--- config.mk ---
export PLATFORM = sky130hd
export DESIGN_NAME = noise_acq_sampler
export DESIGN_NICKNAME = d
export VERILOG_FILES = /design/src/rtl/noise_acq_sampler.sv
export SDC_FILE = /design/constraint.sdc
export NUM_CORES = 1
export LEC_CHECK = 0
export BUFFER_PORTS_ARGS = -buffer_cell sky130_fd_sc_hd__buf_2
export CORE_MARGIN = 2
export CORE_UTILIZATION = 40
export CTS_CLUSTER_DIAMETER = 80
export CTS_CLUSTER_SIZE = 28
export DETAILED_ROUTE_END_ITERATION = 16
export PLACE_DENSITY = 0.65
export SLEW_MARGIN = 20
export SYNTH_ARGS = -nofsm -noshare
export SYNTH_HDL_FRONTEND = slang
export SYNTH_SLANG_ARGS = --single-unit
export TNS_END_PERCENT = 50
--- constraint.sdc ---
create_clock -name clk_sys -period 6.3 [get_ports clk_sys]
set_input_delay 0.315 -clock clk_sys [delete_from_list [all_inputs] [get_ports clk_sys]]
set_output_delay 0.315 -clock clk_sys [all_outputs]
set_load 0.02 [all_outputs]
--- src/rtl/noise_acq_sampler.sv ---
// noise_acq_sampler: paces ADC conversions inside the n_acq window, streams each sample out and sums them.
// Latency: first adc_conv 1 cycle after the registered start edge; dout/dout_valid 1 cycle after adc_valid.
// Backpressure: dout is a single holding register; an unconsumed sample is overwritten and overrun is set.
module noise_acq_sampler #(
    parameter int CLK_DIV     = 40,
    parameter int ADC_W       = 12,
    parameter int ACC_W       = 32,
    parameter int MAX_SAMPLES = 1024
) (
    input  logic             clk_sys,
    input  logic             rst_n,
    input  logic             n_acq,
    output logic             adc_conv,
    input  logic             adc_valid,
    input  logic [ADC_W-1:0] adc_data,
    output logic [ADC_W-1:0] dout,
    output logic             dout_valid,
    input  logic             dout_ready,
    output logic [ACC_W-1:0] acc_sum,
    output logic [15:0]      sample_cnt,
    output logic             acq_done,
    output logic             overrun,
    output logic             timeout_err,
    output logic             sat
);

    localparam int               DIV_W    = (CLK_DIV > 1) ? $clog2(CLK_DIV) : 1;
    localparam logic [DIV_W-1:0] DIV_LAST = DIV_W'(CLK_DIV - 1);
    localparam logic [DIV_W-1:0] DIV_ONE  = DIV_W'(1);
    localparam logic [15:0]      CNT_CAP  = 16'(MAX_SAMPLES);

    typedef enum logic [1:0] {
        IDLE = 2'd0,
        RUN  = 2'd1,
        CONV = 2'd2,
        DONE = 2'd3
    } state_t;

    state_t           state_q;
    state_t           state_d;
    logic             n_acq_q;
    logic             start_pend_q;
    logic             stop_seen_q;
    logic [DIV_W-1:0] div_q;

    logic             n_acq_rise;
    logic             start;
    logic             accept;
    logic             tmo;
    logic             div_last;
    logic             stop_req;
    logic             cap_hit;
    logic             xfer;
    logic [15:0]      cnt_next;
    logic [ACC_W:0]   sum_ext;

    // Window edge detection. The registered copy resets high so a window
    // that is already open when reset releases is not mistaken for a new one.
    assign n_acq_rise = n_acq & ~n_acq_q;

    // A start is taken only from IDLE, either from a live edge or one
    // remembered while DONE was being signalled.
    assign start    = (state_q == IDLE) && (n_acq_rise || start_pend_q);
    assign accept   = (state_q == CONV) && adc_valid;
    assign tmo      = (state_q == CONV) && !adc_valid && div_last;
    assign div_last = (div_q == DIV_LAST);
    assign stop_req = !n_acq || stop_seen_q;
    assign cnt_next = sample_cnt + 16'd1;
    assign cap_hit  = accept && (cnt_next == CNT_CAP);
    assign xfer     = dout_valid && dout_ready;

    // One extra bit catches accumulator overflow for saturation.
    assign sum_ext  = {1'b0, acc_sum} + {{(ACC_W + 1 - ADC_W){1'b0}}, adc_data};

    // State register.
    always_ff @(posedge clk_sys or negedge rst_n) begin
        if (!rst_n) begin
            state_q <= IDLE;
        end else begin
            state_q <= state_d;
        end
    end

    // Next-state logic: a conversion in flight always completes before stopping.
    always_comb begin
        state_d = state_q;
        case (state_q)
            IDLE: begin
                if (start) begin
                    state_d = RUN;
                end
            end
            RUN: begin
                if (!n_acq) begin
                    state_d = DONE;
                end else if (div_q == '0) begin
                    state_d = CONV;
                end
            end
            CONV: begin
                if (accept) begin
                    state_d = (cap_hit || stop_req) ? DONE : RUN;
                end else if (tmo) begin
                    state_d = stop_req ? DONE : RUN;
                end
            end
            DONE: begin
                state_d = IDLE;
            end
            default: begin
                state_d = IDLE;
            end
        endcase
    end

    // Output decode: convert pulse on the divider zero slot, done pulse for the single DONE cycle.
    always_comb begin
        adc_conv = 1'b0;
        acq_done = 1'b0;
        case (state_q)
            RUN:     adc_conv = n_acq && (div_q == '0);
            DONE:    acq_done = 1'b1;
            default: begin
                adc_conv = 1'b0;
                acq_done = 1'b0;
            end
        endcase
    end

    // Edge-detect register and the edge remembered while in DONE.
    always_ff @(posedge clk_sys or negedge rst_n) begin
        if (!rst_n) begin
            n_acq_q      <= 1'b1;
            start_pend_q <= 1'b0;
        end else begin
            n_acq_q <= n_acq;
            if (start) begin
                start_pend_q <= 1'b0;
            end else if ((state_q == DONE) && n_acq_rise) begin
                start_pend_q <= 1'b1;
            end
        end
    end

    // Remember a window close seen mid-conversion, in case n_acq bounces back high.
    always_ff @(posedge clk_sys or negedge rst_n) begin
        if (!rst_n) begin
            stop_seen_q <= 1'b0;
        end else if ((state_q == CONV) && (state_d == CONV)) begin
            stop_seen_q <= stop_seen_q | !n_acq;
        end else begin
            stop_seen_q <= 1'b0;
        end
    end

    // Sample-period divider: free-runs through RUN and CONV so the conversion
    // schedule does not slip when a sample arrives early or times out.
    always_ff @(posedge clk_sys or negedge rst_n) begin
        if (!rst_n) begin
            div_q <= '0;
        end else if (start) begin
            div_q <= '0;
        end else if ((state_q == RUN) || (state_q == CONV)) begin
            div_q <= div_last ? '0 : (div_q + DIV_ONE);
        end else begin
            div_q <= '0;
        end
    end

    // Window totals: cleared on start, held after the window for firmware to read.
    always_ff @(posedge clk_sys or negedge rst_n) begin
        if (!rst_n) begin
            acc_sum    <= '0;
            sample_cnt <= '0;
            sat        <= 1'b0;
        end else if (start) begin
            acc_sum    <= '0;
            sample_cnt <= '0;
            sat        <= 1'b0;
        end else if (accept) begin
            sample_cnt <= cnt_next;
            if (sum_ext[ACC_W]) begin
                acc_sum <= '1;
                sat     <= 1'b1;
            end else begin
                acc_sum <= sum_ext[ACC_W-1:0];
            end
        end
    end

    // Sticky error flags, cleared on start.
    always_ff @(posedge clk_sys or negedge rst_n) begin
        if (!rst_n) begin
            overrun     <= 1'b0;
            timeout_err <= 1'b0;
        end else if (start) begin
            overrun     <= 1'b0;
            timeout_err <= 1'b0;
        end else begin
            if (accept && dout_valid && !dout_ready) begin
                overrun <= 1'b1;
            end
            if (tmo) begin
                timeout_err <= 1'b1;
            end
        end
    end

    // Output holding register: a new sample always wins over a pending one;
    // a transfer in the same cycle as a new sample is not an overrun.
    always_ff @(posedge clk_sys or negedge rst_n) begin
        if (!rst_n) begin
            dout       <= '0;
            dout_valid <= 1'b0;
        end else if (accept) begin
            dout       <= adc_data;
            dout_valid <= 1'b1;
        end else if (xfer) begin
            dout_valid <= 1'b0;
        end
    end

endmodule

==> flow_summary.json <==
{
  "outcome": "finished, final reports clean",
  "htreeDepth": 3,
  "postSynth.asyncResetShare_pct": 100,
  "crit_chain": "ha_1, fa_1, a21o_1, and4_1, o2111ai_1, a21oi_4, nand2b_2, a21oi_1",
  "final_common_cell": "buf_2",
  "reg2reg_from": "acc_sum[0]",
  "peakVddDrop_mv": 0.134,
  "relSlewSlack_pct": 34.5,
  "cts_resized": 0,
  "postCtsSetupBuffers": 0,
  "drt-initial-drc-count": 143,
  "die-area_um2": 11800,
  "drt_wl_total_um": 10700,
  "place_congestion": 0.833,
  "slowest_stage": "o2111ai_1",
  "synth_warnings": 0,
  "postSynthAreaPerCell_um2": 9.10,
  "synth_flop_cell": "dfrtp_1",
  "fin_crit_ns": 3.09,
  "synth-edff-count": 0,
  "rows": 38,
  "arrival_ns": 3.29,
  "grt_pass1_vias": 3743,
  "final.period_utilization_pct": 49.1,
  "pre_cts_slack_ns": 3.15,
  "power_leakage_nw": 2.40,
  "vias": 3804,
  "numCtsBuffers": 9,
  "ys_seq_area_share_pct": 43.0,
  "wl_per_cell_um": 15.2,
  "hold_end": "n_acq_q",
  "synth_xor_area_share_pct": 7.62,
  "drive_gt1_share_pct": 21.2,
  "io_pins": 83,
  "r2r_cells": 8,
  "cp-end-kind": "flip-flop",
  "cp_slowest_stage_delay_ns": 0.57,
  "cts-root-buf": "clkbuf_8",
  "grt_pass1_wl_um": 18200,
  "r2r_end": "acc_sum[18]",
  "final_hold_viol_count": 0,
  "crit_path_start": "acc_sum[0]",
  "whs_path_depth": 1,
  "cp_max_fo": 27,
  "grt_usage_pct": 19.4,
  "synth_fp_nets": 517,
  "worst_ep_required_time_ns": 6.50,
  "synthCells": 480,
  "hp-class": "input pin to flip-flop",
  "grt_max_degree": 76,
  "die_h_um": 109,
  "finalPower_mw": 1.81,
  "powerDensity_nw_per_um2": 359,
  "min-delay-start": "n_acq",
  "fmax_mhz": 323,
  "synth_seq_cells": 75,
  "core_area_um2": 10700,
  "synth_compound_area_share_pct": 16.5,
  "drcViolationCount": 0,
  "crit_type": "flip-flop to flip-flop",
  "cts_tree": "done",
  "ant_nets": 0,
  "cts_hold_buf": 0,
  "via_per_inst": 5.42,
  "dr.pass1.iters": 4,
  "synth_top_family_by_area": "simple AND/OR/NAND/NOR gates",
  "clock_sinks": 75,
  "tns_ns": 0,
  "rrSetupSlack_ns": 3.21,
  "initial_core_util_pct": 40.7,
  "synth_area_leaders": "dfrtp_1 (42%), nand2_1 (6.6%), ha_1 (5.4%)",
  "dp_cells": 687,
  "layout.cells.non_filler": 702,
  "synth_cell_types": 58,
  "cap_violations": 0,
  "antenna_found_initial": 0,
  "syn_to_final_growth_pct": 15.6,
  "synth_fa_ha_area_share_pct": 5.90,
  "yosysTopAreaCellShare_pct": 42.4,
  "slew_violations": 0,
  "die_w_um": 109,
  "final_nets": 595,
  "yosys.area_share.simple_pct": 22.5,
  "timing.final.ws_setup_ns": 3.21,
  "final_cell_mix": "buf_2 (81), nand2_1 (77), dfrtp_1 (74)",
  "worst_pin_slew_ns": 0.982,
  "startpoint_type": "flip-flop",
  "clockBufferDepth": 2,
  "io_buffers": 82,
  "hpwl_um": 7470,
  "yosys.area.top_type": "dfrtp_1",
  "clk_pin_slew_ns": 0.09,
  "fin_skew_ns": 0.0128,
  "overflow": 0,
  "synthesis.area_um2": 4370,
  "synthMuxAreaShare_pct": 1.17,
  "insertion_delay_ns": 0.36,
  "setup_viol": 0,
  "rsz0062_at_grt": "false",
  "diodes": 0
}
## flip-flops by register name (all words and copies together), names as in the netlist
name,cells
sat,1
n_acq_q,1
stop_seen_q,1
sample_cnt,16
start_pend_q,1
div_q,6
dout,12
dout_valid,1
timeout_err,1
overrun,1
state_q,2
acc_sum,32
## report_power, final
part / switching [mW] / internal, mW
clock: 0.180 / 0.150
sequential: 0.0822 / 0.585
combinational: 0.521 / 0.294
total: 0.784 / 1.03
## cell families (layout without fill, tap and decap cells)
logic type      count (synthesis)  after routing
mux                             5              5
compound gates                108            108
simple gates                  202            202
flops                          75             75
buf+inv                        32            114
xor+xnor                       38             38
fa+ha+maj                      20             20
## cells in the mapped netlist, drive strengths merged (5+ instances only)
master and n:
xnor2 26, nor4 7, nand2b 7, ha 19, nor3 13, xor2 12, a21o 5, nand4 10
inv 14, o21ai 18, clkbuf 12, a31oi 15, and4 6, nand2 77, nor2 43, and3 6
nand3 17, a211oi 10, dfrtp 74, buf 6, a21oi 37
## layer usage
layer	routed length, µm	track usage, %
met1	5020	25.7
met2	5040	32.1
met4	109	5.86
met3	490	3.92
met5	0	0
## final cells by class
| class | instances | area, µm² |
|---|---|---|
| Sequential cell | 75 | 1880 |
| Clock buffer | 12 | 145 |
| Inverter | 14 | 52.6 |
| Fill cell | 1072 | 5690 |
| Multi-Input combinational cell | 373 | 2350 |
| Tap cell | 140 | 175 |
| Clock inverter | 3 | 15.0 |
| Timing Repair Buffer | 85 | 435 |
## worst max path at each step
stage,end,cells past startpoint
6_report,acc_sum[18],8
5_1_grt,acc_sum[6],8
4_1_cts,acc_sum[18],8
3_5_place_dp,acc_sum[8],9
3_3_place_gp,acc_sum[11],9
2_1_floorplan,acc_sum[15],10
## critical path: cells and delay by family (launching register included)
family | cells | cell delay, ns
AND/OR/NAND/NOR | 2 | 0.79
flip-flops | 1 | 0.40
adder cells (fa/ha/maj) | 2 | 0.64
AO/OA/AOI/OAI | 4 | 1.11
## through the flow
stage,utilization [%],hold slack [ns],cell area [µm²]
finish,47.0,0.0917,5050
global route,47.0,0.0748,5050
detailed placement,45.5,0.457,4890
floorplan,-,0.0194,4370
global placement,45.5,0.453,4890
CTS,47.0,0.0821,5050
No activity file was read; power rests on OpenSTA's default activity.
